## src/rtl/router_pkt_tx_if.sv

```systemverilog
// Router link between the packet transmitter and the router receiver.
// The master side drives pkt_valid and data_out; the slave side drives rtr_busy.
interface router_pkt_tx_if;
    logic       pkt_valid;
    logic [7:0] data_out;
    logic       rtr_busy;

    modport master (output pkt_valid, output data_out, input rtr_busy);
    modport slave  (input pkt_valid, input data_out, output rtr_busy);
endinterface

```

## src/rtl/router_pkt_tx.sv

```systemverilog
// Packet transmitter: 16x8 payload FIFO feeding a header/payload/parity framer toward the router.
// Optional ROUTER_TX_PARITY_INJECT_EN adds inject_par, which inverts the transmitted parity byte.
//
// state   | meaning
// IDLE    | waiting for start; a bad start pulses err
// WAIT    | packet accepted, waiting for router ready and enough payload
// HDR     | header byte on the link
// PAYLOAD | popping len payload bytes onto the link
// PARITY  | XOR of header and payload on the link
// GAP     | two idle link cycles, done in the first
module router_pkt_tx (
    input  logic           clk,
    input  logic           resetn,
    input  logic           wr_en,
    input  logic [7:0]     wr_data,
    output logic [4:0]     fifo_count,
    output logic           fifo_full,
    input  logic           start,
    input  logic [1:0]     dest,
    input  logic [3:0]     len,
`ifdef ROUTER_TX_PARITY_INJECT_EN
    input  logic           inject_par,
`endif
    router_pkt_tx_if.master rtr,
    output logic           tx_busy,
    output logic           done,
    output logic           err
);

    typedef enum logic [2:0] {
        S_IDLE, S_WAIT, S_HDR, S_PAYLOAD, S_PARITY, S_GAP
    } state_t;

    state_t      state;
    logic [7:0]  mem [16];
    logic [3:0]  wr_ptr;
    logic [3:0]  rd_ptr;
    logic [1:0]  dest_q;
    logic [3:0]  len_q;
    logic [3:0]  remain;
    logic [7:0]  par;
    logic [7:0]  par_tx;
    logic        gap2;
    logic        push;
    logic        pop;
    logic [7:0]  rd_byte;
    logic [7:0]  hdr;

    assign fifo_full = (fifo_count == 5'd16);
    assign push      = wr_en && !fifo_full;
    // WAIT only releases once len bytes are present, so pops never underflow
    assign pop       = (state == S_HDR) || ((state == S_PAYLOAD) && (remain != 4'd0));
    assign rd_byte   = mem[rd_ptr];
    assign hdr       = {2'b00, len_q, dest_q};
    assign tx_busy   = (state != S_IDLE);

`ifdef ROUTER_TX_PARITY_INJECT_EN
    logic inj_q;

    always_ff @(posedge clk or negedge resetn) begin
        if (!resetn)
            inj_q <= 1'b0;
        else if (state == S_IDLE && start)
            inj_q <= inject_par;
    end

    assign par_tx = inj_q ? ~par : par;
`else
    assign par_tx = par;
`endif

    always_ff @(posedge clk) begin
        if (push)
            mem[wr_ptr] <= wr_data;
    end

    always_ff @(posedge clk or negedge resetn) begin
        if (!resetn) begin
            wr_ptr     <= 4'd0;
            rd_ptr     <= 4'd0;
            fifo_count <= 5'd0;
        end else begin
            if (push)
                wr_ptr <= wr_ptr + 4'd1;
            if (pop)
                rd_ptr <= rd_ptr + 4'd1;
            case ({push, pop})
                2'b10:   fifo_count <= fifo_count + 5'd1;
                2'b01:   fifo_count <= fifo_count - 5'd1;
                default: fifo_count <= fifo_count;
            endcase
        end
    end

    always_ff @(posedge clk or negedge resetn) begin
        if (!resetn) begin
            state         <= S_IDLE;
            dest_q        <= 2'd0;
            len_q         <= 4'd0;
            remain        <= 4'd0;
            par           <= 8'h00;
            gap2          <= 1'b0;
            rtr.pkt_valid <= 1'b0;
            rtr.data_out  <= 8'h00;
            done          <= 1'b0;
            err           <= 1'b0;
        end else begin
            done <= 1'b0;
            err  <= 1'b0;
            case (state)
                S_IDLE: begin
                    if (start) begin
                        if (len == 4'd0 || dest == 2'd3) begin
                            err <= 1'b1;
                        end else begin
                            dest_q <= dest;
                            len_q  <= len;
                            state  <= S_WAIT;
                        end
                    end
                end
                S_WAIT: begin
                    if (!rtr.rtr_busy && fifo_count >= {1'b0, len_q}) begin
                        state         <= S_HDR;
                        rtr.pkt_valid <= 1'b1;
                        rtr.data_out  <= hdr;
                        par           <= hdr;
                    end
                end
                S_HDR: begin
                    state        <= S_PAYLOAD;
                    rtr.data_out <= rd_byte;
                    par          <= par ^ rd_byte;
                    remain       <= len_q - 4'd1;
                end
                S_PAYLOAD: begin
                    if (remain != 4'd0) begin
                        rtr.data_out <= rd_byte;
                        par          <= par ^ rd_byte;
                        remain       <= remain - 4'd1;
                    end else begin
                        state        <= S_PARITY;
                        rtr.data_out <= par_tx;
                    end
                end
                S_PARITY: begin
                    state         <= S_GAP;
                    rtr.pkt_valid <= 1'b0;
                    rtr.data_out  <= 8'h00;
                    done          <= 1'b1;
                    gap2          <= 1'b0;
                end
                S_GAP: begin
                    if (!gap2)
                        gap2 <= 1'b1;
                    else
                        state <= S_IDLE;
                end
                default: state <= S_IDLE;
            endcase
        end
    end

endmodule

```

## src/flat_wrapper.sv

```systemverilog
// flat-port wrapper written by rule: the top's interface ports become plain ports
module router_pkt_tx_flat 
  (clk, resetn, wr_en, wr_data, fifo_count, fifo_full, start, dest, len, tx_busy, done, err, rtr_pkt_valid, rtr_data_out, rtr_rtr_busy);
  router_pkt_tx_if rtr_i ();
  input  logic clk;
  input  logic resetn;
  input  logic wr_en;
  input  logic [7:0] wr_data;
  output logic [4:0] fifo_count;
  output logic fifo_full;
  input  logic start;
  input  logic [1:0] dest;
  input  logic [3:0] len;
  output logic tx_busy;
  output logic done;
  output logic err;
  output wire logic [$bits(rtr_i.pkt_valid)-1:0] rtr_pkt_valid;
  output wire logic [$bits(rtr_i.data_out)-1:0] rtr_data_out;
  input wire logic [$bits(rtr_i.rtr_busy)-1:0] rtr_rtr_busy;
  assign rtr_pkt_valid = rtr_i.pkt_valid;
  assign rtr_data_out = rtr_i.data_out;
  assign rtr_i.rtr_busy = rtr_rtr_busy;
  router_pkt_tx u_core (.clk(clk), .resetn(resetn), .wr_en(wr_en), .wr_data(wr_data), .fifo_count(fifo_count), .fifo_full(fifo_full), .start(start), .dest(dest), .len(len), .rtr(rtr_i), .tx_busy(tx_busy), .done(done), .err(err));
endmodule
```

## config.mk

```make
export PLATFORM = sky130hd
export DESIGN_NAME = router_pkt_tx_flat
export DESIGN_NICKNAME = d
export VERILOG_FILES = /design/src/rtl/router_pkt_tx_if.sv /design/src/rtl/router_pkt_tx.sv /design/src/flat_wrapper.sv
export SDC_FILE = /design/constraint.sdc
export NUM_CORES = 1
export LEC_CHECK = 0
export ABC_AREA = 1
export CAP_MARGIN = 15
export CORE_MARGIN = 2
export CORE_UTILIZATION = 55
export CTS_BUF_LIST = sky130_fd_sc_hd__clkbuf_4 sky130_fd_sc_hd__clkbuf_8
export DETAILED_ROUTE_END_ITERATION = 8
export DONT_BUFFER_PORTS = 1
export PLACE_DENSITY = 0.68
export RECOVER_POWER = 25
export SLEW_MARGIN = 10
export SYNTH_ARGS = -nofsm -noshare
export SYNTH_HDL_FRONTEND = slang
export SYNTH_SLANG_ARGS = --single-unit
```

## constraint.sdc

```tcl
create_clock -name clk -period 5.19 [get_ports clk]
set_input_delay 0.7785 -clock clk [delete_from_list [all_inputs] [get_ports clk]]
set_output_delay 0.7785 -clock clk [all_outputs]
set_load 0.01 [all_outputs]
```

# Word-level counts from Yosys, hierarchy flattened
# Memories as Yosys holds them, arrays and structs flattened.
# Cells that the tools add are included.
# Widths: inputs -> output; s select.
# word_totals
n_memories	1
register_bits	46
mem_bits_rw	128
# op_classes
n_addsub	6
n_eq_ne	15
bitwise	2
mux	23
reduce_logical	23
n_lt_le_gt_ge	1
# memory_table
memory	words	width	rd	rd_clocked_by_memory_dff	write_ports	line_no	source
u_core.mem	16	8	1	0	1	router_pkt_tx.sv:35	logic [7:0] mem [16];
# ops
cell	count
$pmux 8 s4	1
$mux 8	3
$pmux 8 s3	1
$pmux 3 s6	1
$mux 3	5
$pmux 5 s2	1
$add 4x1->4 const B	2
$ne 2x2->1 const B	4
$pmux 4 s2	1
$reduce_bool 2->1	4
$reduce_bool 4->1	2
$sub 4x1->4 const B	2
$xor 8x8->8	1
$mux 1	7
$eq 3x2->1 const B	2
$eq 3x3->1 const B	2
$reduce_and 2->1	3
$reduce_and 3->1	2
$reduce_bool 3->1	2
$add 5x1->5 const B	1
$eq 5x5->1 const B	1
$ge 5x4->1	1
$reduce_and 5->1	1
$sub 5x1->5 const B	1
other kinds (12)	19

# Logic depth before layout (Yosys ltp)
# Gate-level depths: netlist of the first run.
# depth
depth_word	5
mapped_depth	15
mapped_depth_nobuf	14

# Worst setup path before layout of the first run
# No wires, ideal clock.
# synth_path
path_type	reg-to-reg
start	register u_core.state[2]
end	register u_core.fifo_count[4]
setup_ns	0.131
setup_slack_ns	2.846
arrival_ns	2.214
required_time_ns	5.059
stages_incl_launch_ff	13
cell_sequence	dfrtp_1 nor2_8 nand2_4 nor2_8 nor2_4 buf_6 ha_1 fa_1 nand3_1 nand2_1 a21oi_1 o21ai_0 xor2_1
# synth_via
elab_chain_len	5
# synth_lines
item	line_no	source
start, declared	router_pkt_tx.sv:34	state_t state;
start signal, assigned	router_pkt_tx.sv:97	state <= S_IDLE;
start signal, assigned	router_pkt_tx.sv:118	state <= S_WAIT;
start signal, assigned	router_pkt_tx.sv:124	state <= S_HDR;
$eq 3x2->1	router_pkt_tx.sv:52	assign pop = (state == S_HDR) || ((state == S_PAYLOAD) && (remain != 4'd0));
$logic_and 1x1->1	router_pkt_tx.sv:52	
$logic_or 1x1->1 *	router_pkt_tx.sv:52	
via u_core.pop	router_pkt_tx.sv:45	logic pop;
$eq 2x1->1 / $eq 2x2->1 (equally long branches)	router_pkt_tx.sv:87	case ({push, pop})
$pmux 5 s2 / $reduce_bool 2->1 (equally long branches)	--	
end signal, assigned	router_pkt_tx.sv:88	2'b10: fifo_count <= fifo_count + 5'd1;
end signal, assigned	router_pkt_tx.sv:89	2'b01: fifo_count <= fifo_count - 5'd1;
end signal, assigned	router_pkt_tx.sv:90	default: fifo_count <= fifo_count;
end, declared	router_pkt_tx.sv:16	output logic [4:0] fifo_count,
# Mark *: on every way through the listed nets, which the timed path passes. The rest lies on a longest branch.
# A chain may end at the register's enable or synchronous reset.

# Worst setup path in the final report of the first run
# layout_path
start	register u_core.state[1]
end	register u_core.fifo_count[4]
# layout_via
elab_chain_len	5
# layout_lines
item	line_no
$eq 3x2->1	router_pkt_tx.sv:52
$logic_and 1x1->1	router_pkt_tx.sv:52
$logic_or 1x1->1 *	router_pkt_tx.sv:52
$eq 2x1->1 / $eq 2x2->1 (equally long branches)	router_pkt_tx.sv:87
$pmux 5 s2 / $reduce_bool 2->1 (equally long branches)	--
# Every way passes the cells marked *; elsewhere a longest branch is shown, timed or not.

==> metrics.md, run 1 <==
| Metric | Value |
|---|---|
| DRT iter0 DRCs | `570` |
| Synthesized instance count | `885` |
| # Post-CTS Setup Buffers | `0` |
| CTS Buf Count | `17` |
| Max clock buf depth | `2` |
| Filler cells | `1206` |
| Cts repair resizes | `0` |
| Class of the most critical hold timing path | `primary input to flip-flop` |
| Synth cell types | `29` |
| Violated checks | `max-capacitance violations, max-slew violations` |
| First-pass GRT wire length | `28900 µm` |
| WP buf/inv | `2` |
| Post-route cell area | `0.00876 mm²` |
| CP peak stage delay | `0.43 ns` |
| Final ANT Viol Nets | `0` |
| Initial Util | `56.5%` |
| Worst Clk Skew | `0.0140 ns` |
| Wire per inst | `16.7 µm` |
| Largest net degree at the start of global routing | `69` |
| P_leak | `4.00 nW` |
| RSZ-0062 raised after global routing | `false` |
| Hold wc startpoint | `wr_data[6]` |
| Worst path arrival time | `3.12 ns` |
| Slew @ Worst Pin | `2.54 ns` |
| Die H | `126 µm` |
| Clock-pin slew on the worst setup and hold paths | `0.10 ns` |
| Setup violations, final | `0` |
| HPWL after DPL | `11700 µm` |
| Worst Path Required | `5.53 ns` |
| Fin crit period | `2.77 ns` |
| Worst setup SP type | `flip-flop` |
| Cells after DPL | `1039` |
| Skew-Pair Late Insertion Delay | `0.46 ns` |
| Mapped Nets | `919` |
| Vias post-DR | `5700` |
| Hold endpoint | `u_core.mem[5][6]$_DFFE_PP_` |
| Mean Syn Cell Area | `9.28 µm²` |
| Worst r2r src | `u_core.state[1]$_DFFE_PN0P_` |
| H-tree depth | `4` |
| Maxcap violations | `1` |
| Headroom to the max-slew limit | `-69.4%` |
| Final #Nets | `912` |
| Commonest cells after routing, fill and taps aside | `nand2_1 (279), inv_1 (144), edfxtp_1 (128), nand3_1 (127), dfrtp_1 (45)` |
| Port Buffers | `0` |
| Diodes inserted | `0` |
| Worst R2R Setup Slack | `2.42 ns` |
| Global route overflow | `0` |
| Worst IR Drop VDD | `0.374 mV` |
| CTS root buf | `clkbuf_8` |
| Worst Setup SP | `u_core.state[1]$_DFFE_PN0P_` |
| CTS tree | `done` |
| Synth Cell Area | `0.00821 mm²` |
| Aggregate routed wire length | `18000 µm` |
| Worst R2R Path Depth | `11` |
| First-pass DRT Iterations | `5` |
| Tcrit/Tclk final | `53.5%` |
| CP endpoint kind | `flip-flop` |
| Seq cells post-synth | `174` |
| Hold Fails Final Rpt | `0` |
| Fmax | `360 MHz` |
| Vias/cell | `5.30` |
| Dpl cell area | `0.00828 mm²` |
| Fin Setup TNS | `0 ns` |
| Crit path cell chain | `inv_2 > nor2_8 > inv_1 > nor2_4 > ha_1 > ha_1 > a21oi_1 > nand2_1 > a21oi_1 > o21ai_0 > xor2_1` |
| Synth warnings | `0` |
| Most common cell after layout, fill and taps aside | `nand2_1` |
| Initial antenna violation count | `0` |
| # clock sinks | `174` |
| Worst reg2reg path endpoint | `u_core.fifo_count[4]$_DFFE_PN0P_` |
| Fin cells | `1075` |
| Setup WS post-layout | `2.42 ns` |
| Tot GR Track Use | `23.7%` |
| Vias in the first global route | `5437` |
| Pre-CTS setup slack | `2.43 ns` |
| CORE AREA | `0.0145 mm²` |
| CP delay by family, top | `simple AND/OR/NAND/NOR gates` |
| Hold WS | `0.406 ns` |
| Global placement routability congestion | `0.911` |
| Sequential element share of the synthesized area | `60.8%` |
| # IOs | `37` |
| Crit-path max FO | `18` |
| Row count | `44` |
| DRC viols | `0` |
| Die area | `0.0159 mm²` |
| Critical path class | `flip-flop to flip-flop` |
| Status | `complete, but fails checks` |
| Max-slew violations | `47` |
| Pwr Density | `594 mW/mm²` |
| Hold Path Depth | `0` |
| Area Overhead vs Synth | `6.71%` |
| Die Wd | `126 µm` |
| Layout cells sized above 1 | `5.61%` |
| Slowest cell on the critical path | `dfrtp_1` |
worst max-delay path by stage:
stage | endpoint | slack, ns | cells after the start
after floorplan | u_core.fifo_count[4]$_DFFE_PN0P_ | 2.85 | 12
after global placement | u_core.rtr.data_out[2]$_DFFE_PN0P_ | 2.46 | 11
after detailed placement | u_core.par[7]$_DFFE_PN0P_ | 2.43 | 11
after CTS | u_core.par[7]$_DFFE_PN0P_ | 2.40 | 11
after global routing | u_core.rd_ptr[0]$_DFFE_PN0P_ | 1.89 | 1
final | u_core.fifo_count[4]$_DFFE_PN0P_ | 2.42 | 11
cell families after synthesis:
kind of cell / after synthesis / synth area share, %
AOI/OAI and AO/OA: 45 / 2.93
and+or+nand+nor: 461 / 23.8
DFF: 174 / 60.8
xor gates and xnor gates: 10 / 1.07
buffers and inverters: 180 / 8.96
adders and majority gates: 15 / 2.38
timing repair:
item,in CTS,in global routing
hold buffers,1,0
setup endpoints to repair,0,0
endpoints found under the hold margin,46,0
per-layer routing:
layer	vias to the layer above	global-route usage (%)	wire (µm)
met2	197	35.6	8250
met1	2665	34.5	8180
met5	-	0	0
met3	18	5.31	1260
met4	0	7.76	292
li1	2820	-	-
flip-flops by register name (all words and copies together), names as in the netlist:
name,flops
u_core.fifo_count,5
u_core.rd_ptr,4
u_core.wr_ptr,4
u_core.len_q,4
u_core.par,8
u_core.gap2,1
u_core.rtr.pkt_valid,1
u_core.dest_q,2
u_core.remain,4
u_core.mem,128
u_core.state,3
u_core.rtr.data_out,8
u_core.done,1
u_core.err,1
synthesized netlist by cell type:
master / n / share of area (%)
nand2_4: 1 / 0.14
inv_2: 2 / 0.091
buf_4: 6 / 0.55
nand3_1: 127 / 7.7
nand2_1: 279 / 13
edfxtp_1: 128 / 47
buf_1: 2 / 0.091
o21ai_2: 3 / 0.32
buf_2: 18 / 1.1
ha_1: 14 / 2.1
clkinv_1: 2 / 0.091
or2_0: 1 / 0.076
a21oi_2: 1 / 0.11
xnor2_1: 2 / 0.21
nor2_2: 1 / 0.076
buf_6: 2 / 0.27
inv_1: 144 / 6.6
xor2_1: 8 / 0.85
o21ai_0: 22 / 1.3
dfrtp_1: 46 / 14
nand4_1: 5 / 0.38
nor2_8: 2 / 0.49
nor2_1: 43 / 2.0
nor2_4: 1 / 0.14
clkbuf_1: 4 / 0.18
nand2_2: 1 / 0.076
o21ai_1: 4 / 0.24
fa_1: 1 / 0.24
a21oi_1: 15 / 0.91
per-stage QoR:
step           total power, mW  util [%]
6_report                  5.21      60.3
5_1_grt                   5.61      60.3
3_3_place_gp              4.09      56.9
3_5_place_dp              4.16      56.9
4_1_cts                   5.17      60.1
2_1_floorplan             3.67         -
power by group:
group | switching (mW) | internal [mW] | leakage (nW)
clock | 0.545 | 0.454 | 0.210
combinational | 1.48 | 0.695 | 2.08
sequential | 0.251 | 1.78 | 1.71
total | 2.27 | 2.93 | 4.00
area by class of cell:
class                      instances  area, µm²  area share, %
sequential                       174       5000           57.0
multi-input combinational        531       2480           28.3
inverter                         148        556           6.34
clock buffer                      17        234           2.67
tap                              184        230           2.63
clock inverter                    15        191           2.19
timing repair buffer               6       73.8          0.843
Note: power is estimated with default switching activity, not from simulation.
==> run 2, diff against run 1 <==
--- a/config.mk
+++ b/config.mk
@@ -5,7 +5,7 @@
 export SDC_FILE = /design/constraint.sdc
 export NUM_CORES = 1
 export LEC_CHECK = 0
-export ABC_AREA = 1
+export ABC_AREA = 0
 export CAP_MARGIN = 15
 export CORE_MARGIN = 2
 export CORE_UTILIZATION = 55
==> constraint.sdc (replaced) <==
create_clock -name clk -period 2.9 [get_ports clk]
set_input_delay 0.435 -clock clk [delete_from_list [all_inputs] [get_ports clk]]
set_output_delay 0.435 -clock clk [all_outputs]
set_load 0.01 [all_outputs]
==> run 2 against run 1 <==
Against the previous run: the run now ends clean; sequential power is 79% higher; design area is 6.0% lower; area after synthesis is 8.3% lower; clock-buffer cell count is 1 higher; global-route usage is 2.4 points lower; via count is 28% lower; combinational power is 64% higher; clock skew is 0.0028 ns lower; clock power is 62% higher; register-to-register slack worse by 2.1 ns; non-clock buffer count is 22 higher; first-iteration DRC count is 35% lower; critical endpoint unchanged; largest cell class unchanged; highest routed layer unchanged.
==> metrics.md, run 2 <==
| Metric | Value |
|---|---|
| Initial Util | `56.6%` |
| Synth warnings | `0` |
| Commonest cells after routing, fill and taps aside | `edfxtp_1 (128), dfrtp_1 (45), nand2_1 (32), nor2_1 (25), buf_4 (25)` |
| Worst Setup SP | `u_core.remain[1]$_DFFE_PN0P_` |
| Die area | `0.0146 mm²` |
| Crit path top cell by count | `xor2_1` |
| Vias post-DR | `4093` |
| Cts repair resizes | `0` |
| Largest net degree at the start of global routing | `47` |
| Commonest cells post-synth | `edfxtp_1 (128), dfrtp_1 (46), nand2_1 (32), nor2_1 (25), a22o_1 (20)` |
| Tot GR Track Use | `21.3%` |
| Pwr Density | `1070 mW/mm²` |
| # clock sinks | `174` |
| CTS Hold Bufs | `2` |
| Synth Cell Area | `0.00753 mm²` |
| Vias in the first global route | `4206` |
| Asr flop ratio synth | `26.4%` |
| CTS tree | `done` |
| Worst r2r src | `u_core.remain[1]$_DFFE_PN0P_` |
| Hold Fails Final Rpt | `0` |
| Die H | `121 µm` |
| Wire per inst | `21.0 µm` |
| Post-route cell area | `0.00824 mm²` |
| Slowest cell on the critical path | `dfrtp_1` |
| Final ANT Viol Nets | `0` |
| Synth Area in Compound Gates | `8.42%` |
| H-tree depth | `4` |
| RSZ-0062 raised after global routing | `false` |
| Fin Setup TNS | `0 ns` |
| # Post-CTS Setup Buffers | `0` |
| Fmax | `381 MHz` |
| Initial antenna violation count | `0` |
| CP peak stage delay | `0.44 ns` |
| Largest register by flop count | `u_core.mem` |
| DRT iter0 DRCs | `371` |
| Layout cells sized above 1 | `19.7%` |
| Top flop regs | `u_core.mem x128, u_core.par x8, u_core.rtr.data_out x8` |
| Max clock buf depth | `2` |
| Vias/cell | `5.99` |
| Headroom to the max-slew limit | `59.3%` |
| Worst Clk Skew | `0.0112 ns` |
| Crit path cell chain | `nor4_4 > nand2_1 > nand2_2 > inv_2 > ha_1 > fa_1 > a21o_1 > a21oi_1 > xor2_1 > nor2_1 > xor2_1` |
| Maxcap violations | `0` |
| Synthesized instance count | `471` |
| Synth Area in Simple Gates | `6.96%` |
| DRC viols | `0` |
| Post-synthesis adder-cell area fraction | `2.59%` |
| Worst IR Drop VDD | `0.339 mV` |
| Cell taking the most area after synthesis | `edfxtp_1` |
| Critical path class | `flip-flop to flip-flop` |
| Most common cell after layout, fill and taps aside | `edfxtp_1` |
| Area Overhead vs Synth | `9.37%` |
| Skew-Pair Late Insertion Delay | `0.45 ns` |
| P_leak | `2.98 nW` |
| Die Wd | `121 µm` |
| HPWL after DPL | `9770 µm` |
| Fin crit period | `2.62 ns` |
| Mux share of post-synthesis cell area | `11.7%` |
| Dpl cell area | `0.00782 mm²` |
| Synth cell types | `52` |
| Row count | `42` |
| Worst setup SP type | `flip-flop` |
| Top_reg_cell synth | `edfxtp_1` |
| Diodes inserted | `0` |
| Crit-path max FO | `11` |
| Hold wc startpoint | `wr_data[0]` |
| Global placement routability congestion | `0.792` |
| Status | `completed` |
| First-pass DRT Iterations | `5` |
| Mapped Nets | `505` |
| Worst path arrival time | `2.95 ns` |
| Max reg flops | `128` |
| Most frequent cell after synthesis | `edfxtp_1` |
| CTS root buf | `clkbuf_8` |
| Clock-pin slew on the worst setup and hold paths | `0.09 ns` |
| Setup violations, final | `0` |
| Class of the most critical hold timing path | `primary input to flip-flop` |
| Mean Syn Cell Area | `16.0 µm²` |
| Max-slew violations | `0` |
| Global route overflow | `0` |
| Xor/xnor cell area share of the yosys netlist | `1.51%` |
| CORE AREA | `0.0133 mm²` |
| CTS Buf Count | `17` |
| Post-synth EDFFs | `128` |
| Slew @ Worst Pin | `0.611 ns` |
| Sequential element share of the synthesized area | `66.3%` |
| Worst Path Required | `3.23 ns` |
| CP endpoint kind | `flip-flop` |
| First-pass GRT wire length | `23100 µm` |
| Port Buffers | `0` |
| Aggregate routed wire length | `14400 µm` |
| # IOs | `37` |
| Final #Nets | `528` |
| Filler cells | `1000` |
| Seq cells post-synth | `174` |
| Tcrit/Tclk final | `90.4%` |
| Largest family of logic cells by synthesized area | `multiplexers` |
| Synth top area share | `51.0%` |
| Top cells by area, synth | `edfxtp_1 (51%), dfrtp_1 (15%), mux4_2 (5.7%)` |
## run 2: worst paths after layout
path	slack (ns)	depth (start not counted)	end
hold reg to reg	0.50	1	u_core.par[7]$_DFFE_PN0P_
max in group asynchronous	2.16	2	u_core.rd_ptr[0]$_DFFE_PN0P_
setup reg to reg	0.28	11	u_core.fifo_count[4]$_DFFE_PN0P_
hold / removal	0.08	0	u_core.mem[4][0]$_DFFE_PP_
min in group asynchronous	0.50	2	u_core.rtr.pkt_valid$_DFFE_PN0P_
setup / recovery	0.28	11	u_core.fifo_count[4]$_DFFE_PN0P_
## run 2: cell type report
type | instances | area [µm²] | area share, %
Timing Repair Buffer | 28 | 245 | 2.98
Clock inverter | 14 | 141 | 1.72
Clock buffer | 18 | 241 | 2.93
Inverter | 12 | 45.0 | 0.547
Multi-Input combinational cell | 261 | 2350 | 28.5
Tap cell | 176 | 220 | 2.67
Sequential cell | 174 | 5000 | 60.7
## run 2: per-layer routing
metal | vias to the layer above | global-route usage, % | wire [µm]
li1 | 1896 | - | -
met2 | 106 | 34.9 | 7260
met4 | 0 | 8.58 | 294
met5 | - | 0 | 0
met3 | 25 | 5.08 | 702
met1 | 2066 | 27.5 | 6120
## run 2: power breakdown
part | internal (mW) | switching, mW
logic | 1.65 | 1.91
clock network | 0.770 | 0.852
registers | 3.19 | 0.469
## run 2: cell families (layout without fill, tap and decap cells)
family                   after synthesis  count (layout)
XOR/XNOR                              13              13
AO/OA/AOI/OAI                         86              86
AND/OR/NAND/NOR                      105             105
buffers and inverters                 36              72
flip-flops                           174             174
multiplexers                          42              42
adder cells (fa/ha/maj)               15              15
## run 2: stage by stage
stage	cells	power (mW)	setup slack [ns]	hold WS (ns)	util, %
finish	683	8.84	0.278	0.0812	62.0
global route	683	9.42	0.116	0.0379	62.0
CTS	683	8.90	0.273	0.0444	62.0
detailed placement	649	7.27	0.291	0.141	58.8
global placement	649	7.13	0.367	0.141	58.8
floorplan	471	6.42	0.0710	0.139	-
## run 2: critical path: cells and delay by family (launching register included)
| family | cells | cell delay (ns) |
|---|---|---|
| adders and majority gates | 2 | 0.75 |
| and+or+nand+nor | 4 | 0.55 |
| DFF | 1 | 0.44 |
| AOI/OAI and AO/OA | 2 | 0.37 |
| xor gates and xnor gates | 2 | 0.29 |
| buffers and inverters | 1 | 0.11 |
